$ cat src/rtl/maxpool_ctrl_pkg.sv
// Shared types and constants for the max-pooling sequencer and its position counter.
package maxpool_ctrl_pkg;

    typedef enum logic [1:0] {
        IDLE = 2'd0,
        RUN  = 2'd1,
        HOLD = 2'd2,
        FIN  = 2'd3
    } state_t;

    localparam int POOL_DEF = 2;
    localparam int WIN      = POOL_DEF * POOL_DEF;
    localparam int ELEM_W   = $clog2(WIN);

    function automatic int win_of(input int pool);
        return pool * pool;
    endfunction

endpackage

$ cat src/rtl/maxpool_ctrl_if.sv
// Pixel-in / window-out stream bundle between the conv output and the pooled writeback.
// Handshake: a transfer happens in a cycle where valid && ready are both high; the
// valid side never drops valid or changes row/col before that transfer completes.
interface maxpool_ctrl_if #(parameter int CNT_W = 8);

    logic             in_valid;
    logic             in_ready;
    logic             out_valid;
    logic             out_ready;
    logic [CNT_W-1:0] out_col;
    logic [CNT_W-1:0] out_row;

    modport master (
        input  in_valid, out_ready,
        output in_ready, out_valid, out_col, out_row
    );

    modport slave (
        output in_valid, out_ready,
        input  in_ready, out_valid, out_col, out_row
    );

endinterface

$ cat src/rtl/pool_pos_cnt.sv
// 2-D window position counter: column-fastest, wraps to (0,0) after the last window.
module pool_pos_cnt #(
    parameter int W = 8
) (
    input  logic         clk,
    input  logic         rst,
    input  logic         clr,
    input  logic         adv,
    input  logic [W-1:0] dim_w,
    input  logic [W-1:0] dim_h,
    output logic [W-1:0] col,
    output logic [W-1:0] row,
    output logic         last
);

    logic col_end;

    assign col_end = (col == dim_w - W'(1));
    assign last    = col_end && (row == dim_h - W'(1));

    always_ff @(posedge clk) begin
        if (rst || clr) begin
            col <= '0;
            row <= '0;
        end else if (adv) begin
            if (last) begin
                col <= '0;
                row <= '0;
            end else if (col_end) begin
                col <= '0;
                row <= row + W'(1);
            end else begin
                col <= col + W'(1);
            end
        end
    end

endmodule

$ cat src/rtl/maxpool_ctrl.sv
// Max-pooling sequencer: drives the running-max register and comparator bypass,
// and presents one result per POOL*POOL-beat window with output backpressure.
module maxpool_ctrl
    import maxpool_ctrl_pkg::*;
#(
    parameter int POOL  = POOL_DEF,
    parameter int CNT_W = 8
) (
    input  logic             clk,
    input  logic             master_rst,
    input  logic             start,
    input  logic [CNT_W-1:0] cfg_out_w,
    input  logic [CNT_W-1:0] cfg_out_h,
    maxpool_ctrl_if.master   bus,
    output logic             mr_ce,
    output logic             mr_rst_m,
    output logic             cmp_first,
    output logic             busy,
    output logic             done,
    output state_t           dbg_state
);

    localparam int WIN_P  = win_of(POOL);
    localparam int ELEM_P = $clog2(WIN_P);

    state_t            state, state_nxt;
    logic [ELEM_P-1:0] elem_cnt;
    logic [CNT_W-1:0]  cfg_w, cfg_h;
    logic              beat, pos_clr, pos_adv, pos_last;
    logic              in_ready, out_valid;

    pool_pos_cnt #(.W(CNT_W)) u_pos (
        .clk   (clk),
        .rst   (master_rst),
        .clr   (pos_clr),
        .adv   (pos_adv),
        .dim_w (cfg_w),
        .dim_h (cfg_h),
        .col   (bus.out_col),
        .row   (bus.out_row),
        .last  (pos_last)
    );

    always_ff @(posedge clk) begin
        if (master_rst) begin
            state    <= IDLE;
            elem_cnt <= '0;
            cfg_w    <= '0;
            cfg_h    <= '0;
        end else begin
            state <= state_nxt;
            if (state == IDLE && start) begin
                cfg_w <= cfg_out_w;
                cfg_h <= cfg_out_h;
            end
            if (beat) begin
                elem_cnt <= (elem_cnt == ELEM_P'(WIN_P - 1)) ? '0 : elem_cnt + ELEM_P'(1);
            end
        end
    end

    always_comb begin
        state_nxt = state;
        in_ready  = 1'b0;
        out_valid = 1'b0;
        beat      = 1'b0;
        mr_ce     = 1'b0;
        mr_rst_m  = 1'b0;
        cmp_first = 1'b0;
        pos_clr   = 1'b0;
        pos_adv   = 1'b0;
        done      = 1'b0;
        case (state)
            IDLE: begin
                if (start) begin
                    pos_clr = 1'b1;
                    if (cfg_out_w == '0 || cfg_out_h == '0) begin
                        state_nxt = FIN;
                    end else begin
                        // Clear the max register once so the pass starts from a known value.
                        state_nxt = RUN;
                        mr_ce     = 1'b1;
                        mr_rst_m  = 1'b1;
                    end
                end
            end
            RUN: begin
                in_ready  = 1'b1;
                beat      = bus.in_valid;
                mr_ce     = beat;
                cmp_first = beat && (elem_cnt == '0);
                if (beat && elem_cnt == ELEM_P'(WIN_P - 1)) state_nxt = HOLD;
            end
            HOLD: begin
                // Register holds the finished maximum; no input beat shares this cycle.
                out_valid = 1'b1;
                if (bus.out_ready) begin
                    pos_adv   = 1'b1;
                    state_nxt = pos_last ? FIN : RUN;
                end
            end
            FIN: begin
                done      = 1'b1;
                state_nxt = IDLE;
            end
            default: state_nxt = IDLE;
        endcase
    end

    assign busy          = (state == RUN) || (state == HOLD);
    assign bus.in_ready  = in_ready;
    assign bus.out_valid = out_valid;
    assign dbg_state     = state;

endmodule

$ cat src/flat_wrapper.sv
// flat-port wrapper written by rule: the top's interface ports become plain ports
module maxpool_ctrl_flat import maxpool_ctrl_pkg::*;
#(
    parameter int POOL  = POOL_DEF,
    parameter int CNT_W = 8
)
  (clk, master_rst, start, cfg_out_w, cfg_out_h, mr_ce, mr_rst_m, cmp_first, busy, done, dbg_state, bus_in_valid, bus_out_ready, bus_in_ready, bus_out_valid, bus_out_col, bus_out_row);
  maxpool_ctrl_if #(.CNT_W(CNT_W)) bus_i ();
  input  logic clk;
  input  logic master_rst;
  input  logic start;
  input  logic [CNT_W-1:0] cfg_out_w;
  input  logic [CNT_W-1:0] cfg_out_h;
  output logic mr_ce;
  output logic mr_rst_m;
  output logic cmp_first;
  output logic busy;
  output logic done;
  output state_t dbg_state;
  input wire logic [$bits(bus_i.in_valid)-1:0] bus_in_valid;
  input wire logic [$bits(bus_i.out_ready)-1:0] bus_out_ready;
  output wire logic [$bits(bus_i.in_ready)-1:0] bus_in_ready;
  output wire logic [$bits(bus_i.out_valid)-1:0] bus_out_valid;
  output wire logic [$bits(bus_i.out_col)-1:0] bus_out_col;
  output wire logic [$bits(bus_i.out_row)-1:0] bus_out_row;
  assign bus_i.in_valid = bus_in_valid;
  assign bus_i.out_ready = bus_out_ready;
  assign bus_in_ready = bus_i.in_ready;
  assign bus_out_valid = bus_i.out_valid;
  assign bus_out_col = bus_i.out_col;
  assign bus_out_row = bus_i.out_row;
  maxpool_ctrl #(.POOL(POOL), .CNT_W(CNT_W)) u_core (.clk(clk), .master_rst(master_rst), .start(start), .cfg_out_w(cfg_out_w), .cfg_out_h(cfg_out_h), .bus(bus_i), .mr_ce(mr_ce), .mr_rst_m(mr_rst_m), .cmp_first(cmp_first), .busy(busy), .done(done), .dbg_state(dbg_state));
endmodule
$ cat config.mk
export PLATFORM = sky130hd
export DESIGN_NAME = maxpool_ctrl_flat
export DESIGN_NICKNAME = d
export VERILOG_FILES = /design/src/rtl/maxpool_ctrl_pkg.sv /design/src/rtl/maxpool_ctrl_if.sv /design/src/rtl/pool_pos_cnt.sv /design/src/rtl/maxpool_ctrl.sv /design/src/flat_wrapper.sv
export SDC_FILE = /design/constraint.sdc
export NUM_CORES = 1
export LEC_CHECK = 0
export ABC_AREA = 0
export ABC_CLOCK_PERIOD_IN_PS = 2700
export CAP_MARGIN = 30
export CORE_UTILIZATION = 51
export CTS_CLUSTER_SIZE = 20
export DETAILED_ROUTE_END_ITERATION = 16
export GPL_ROUTABILITY_DRIVEN = 0
export GPL_TIMING_DRIVEN = 1
export PLACE_DENSITY = 0.85
export SLEW_MARGIN = 20
export SYNTH_ARGS = -nofsm -noshare
export SYNTH_HDL_FRONTEND = slang
export SYNTH_SLANG_ARGS = --single-unit
$ cat constraint.sdc
create_clock -name clk -period 2.7 [get_ports clk]
set_input_delay 0.27 -clock clk [delete_from_list [all_inputs] [get_ports clk]]
set_output_delay 0.27 -clock clk [all_outputs]
set_load 0.005 [all_outputs]
==> flow_summary.json <==
{
  "cts-root-buf": "clkbuf_8",
  "p_sw_mw": 0.6851,
  "cpPeakStageDelay_ns": 0.56,
  "drv_cap": 0,
  "path_cells": "clkdlybuf4s50_1 -> or4_1 -> o21ai_0 -> a21oi_1 -> and2_1 -> nand2b_1 -> clkdlybuf4s50_1",
  "cpMostUsedCell": "clkdlybuf4s50_1",
  "hold_violations": 0,
  "dieArea_sq_um": 4398,
  "num_rows": 23,
  "coreArea_sq_um": 3971,
  "combPwrFrac_pct": 39.5,
  "synth.mux.area_fraction_pct": 0.4745,
  "start_util_pct": 53.12,
  "worst_pin_slew_ns": 0.5660,
  "io_buffers": 45,
  "instances_no_fill": 362,
  "async_flop_share_pct": 0,
  "synthSimpleGateAreaFrac_pct": 28.23,
  "synth_fa_ha_area_share_pct": 5.931,
  "drive_above_1_share_pct": 5.449,
  "postCtsSetupBuffers": 0,
  "crit_fanout": 3,
  "yosysWarningCount": 0,
  "cp.required_ns": 2.43,
  "setup_viol": 0,
  "synth_xor_area_share_pct": 11.63,
  "power.total_mw": 1.897,
  "status": "finished clean",
  "synth_area_leaders": "dfxtp_1 34%, xor2_1 7.9%, nand2_1 7.8%",
  "finalCritPeriodShare_pct": 94.94,
  "min_path_type": "flop to flop",
  "vias": 2009,
  "grt_max_degree": 18,
  "maxSlewHeadroom_pct": 62.15,
  "ys_ff_latch": 36,
  "h-tree-depth": 2,
  "synth_top_area_share_pct": 34.16,
  "rr_worst_depth": 8,
  "timing.rr.start": "u_core.cfg_w[0]",
  "hold_path_end": "u_core.cfg_w[7]",
  "p_int_mw": 1.212,
  "yosys.cell_types.count": 45,
  "grtUsageTotal_pct": 22.99,
  "synth.net_count": 296,
  "pwr-share-seq_pct": 35.2,
  "slew_violations": 0,
  "skew_ns": 0.009278,
  "syn_area_sq_um": 2110,
  "rr_endpoint": "u_core.u_pos.row[6]",
  "die_y_um": 66.32,
  "p_clk_share_pct": 25.2,
  "vias_per_cell": 5.550,
  "worstPathArrival_ns": 2.29,
  "die_w_um": 66.32,
  "fmax_ghz": 0.3901,
  "grt_pass1_wl_um": 7665,
  "netSwitchingFraction_pct": 36.11,
  "ant_nets": 0,
  "holdWs_ns": 0.4749,
  "setup_tns_ns": 0,
  "cts-resized-gates": 0,
  "first_iter_violations": 128,
  "grt_pass1_vias": 1719,
  "critPathCaptureType": "output pin",
  "antenna_cells": 0,
  "synth.avg_cell_area_sq_um": 7.960,
  "synth_area_leader_cell": "dfxtp_1",
  "ir_drop_mv": 0.4984,
  "overflow": 0,
  "cts_tree": "yes",
  "period_needed_ns": 2.563,
  "path_class": "primary input to output pin",
  "route.detailed.drc": 0,
  "clock_path_buffers": 2,
  "ys.flop_type": "dfxtp_1",
  "ys_seq_area_share_pct": 34.16,
  "cts_buffers": 5,
  "rsz0062_at_grt": "false",
  "io_pins": 46,
  "worstHoldStart": "u_core.cfg_w[7]",
  "final_util_pct": 68.53,
  "wirelength_um": 4764,
  "cts_num_sinks": 36,
  "final_nets": 342,
  "dp_hpwl_um": 3529,
  "cts.clk_slew.worst_paths_ns": 0.07,
  "cp-start-kind": "primary input",
  "dp_cells": 354,
  "synth-compound-area-share_pct": 16.13,
  "clk-insertion-delay-late_ns": 0.30,
  "synth_top_family_by_area": "simple AND/OR/NAND/NOR gates",
  "syn-instance-count": 265,
  "hold_buffers": 0,
  "holdPathStages": 2,
  "cellPowerDensity_nw_per_um2": 697.2,
  "final_cell_mix": "45 x clkdlybuf4s50_1, 44 x nand2_1, 36 x dfxtp_1, 26 x a21oi_1, 22 x nor2_1",
  "p_leak_nw": 1.022,
  "rrSetupSlack_ns": 0.22,
  "area_growth_pct": 29.00,
  "routedWlPerCell_um": 13.16,
  "crit_path_top_delay_cell": "or4_1",
  "first_pass_iters": 4,
  "synth_edf_count": 0,
  "antenna_found_initial": 0,
  "final_common_cell": "clkdlybuf4s50_1"
}
==> final cells by class <==
class / instances / area, sq um
clock buffers: 5 / 68.82
clock inverters: 3 / 42.54
fillers: 358 / 1250
inverters: 10 / 37.54
multi-input cells: 210 / 1316
flip-flops and latches: 36 / 720.7
well taps: 50 / 62.56
repair buffers: 48 / 473.0
==> state kept, by name (all words and copies together) (netlist names) <==
name,count
u_core.cfg_w,8
u_core.u_pos.row,8
u_core.dbg_state,2
u_core.cfg_h,8
u_core.u_pos.col,8
u_core.elem_cnt,2
==> synthesized netlist by cell type, drive strengths merged (2+ instances only) <==
library cell and number:
a21oi 27, a31oi 4, and2 4, and3 3, and4 2, buf 2
clkbuf 7, dfxtp 36, ha 10, inv 10, nand2 45, nand2b 4
nand3 12, nand4 4, nand4b 2, nor2 22, nor2b 2, nor3 8
nor4 6, o21ai 6, or3 2, or4 3, xnor2 9, xor2 19
==> cells by family (layout without fill, tap and decap cells) <==
| group | Yosys count | after routing |
|---|---|---|
| xor+xnor | 28 | 28 |
| fa+ha+maj | 10 | 10 |
| simple gates | 121 | 121 |
| mux | 1 | 1 |
| buf+inv | 19 | 66 |
| flops | 36 | 36 |
| compound gates | 50 | 50 |
==> worst max-delay path by stage <==
| stage | start | endpoint | depth (start not counted) |
|---|---|---|---|
| after detailed placement | cfg_out_w[3] | mr_ce | 7 |
| after global placement | cfg_out_w[3] | mr_ce | 7 |
| after floorplan | u_core.cfg_w[0] | u_core.u_pos.row[6] | 10 |
| after CTS | cfg_out_w[3] | mr_ce | 7 |
| final | cfg_out_w[3] | mr_ce | 7 |
| after global routing | cfg_out_w[3] | mr_ce | 7 |
==> power by group through the flow <==
stage          clock network (mW)  registers [mW]  logic [mW]
2_1_floorplan                   0           0.658       0.520
3_3_place_gp                    0           0.675       0.725
3_5_place_dp                    0           0.677       0.743
4_1_cts                     0.485           0.667       0.750
5_1_grt                     0.510           0.677       0.833
6_report                    0.478           0.669       0.750
==> through the flow <==
step / cell area (sq um) / setup WS (ns)
after floorplan: 2110 / 0.3715
after global placement: 2610 / 0.1754
after detailed placement: 2610 / 0.1447
after CTS: 2721 / 0.1272
after global routing: 2721 / 0.04088
final: 2721 / 0.1366
==> critical path, delay by kind of cell <==
family                 cells  cell delay, ns
buffers and inverters      2            0.86
AOI/OAI and AO/OA          2            0.28
and+or+nand+nor            3            0.90
==> per-layer routing <==
| metal | vias up | track usage [%] | share of wire, % |
|---|---|---|---|
| li1 | 1023 | - | - |
| met1 | 919 | 29.32 | 47 |
| met2 | 62 | 37.88 | 46 |
| met3 | 5 | 5.862 | 5.4 |
| met4 | 0 | 6.649 | 0.88 |
| met5 | - | 0 | 0 |
Note: power is estimated with default switching activity, not from simulation.
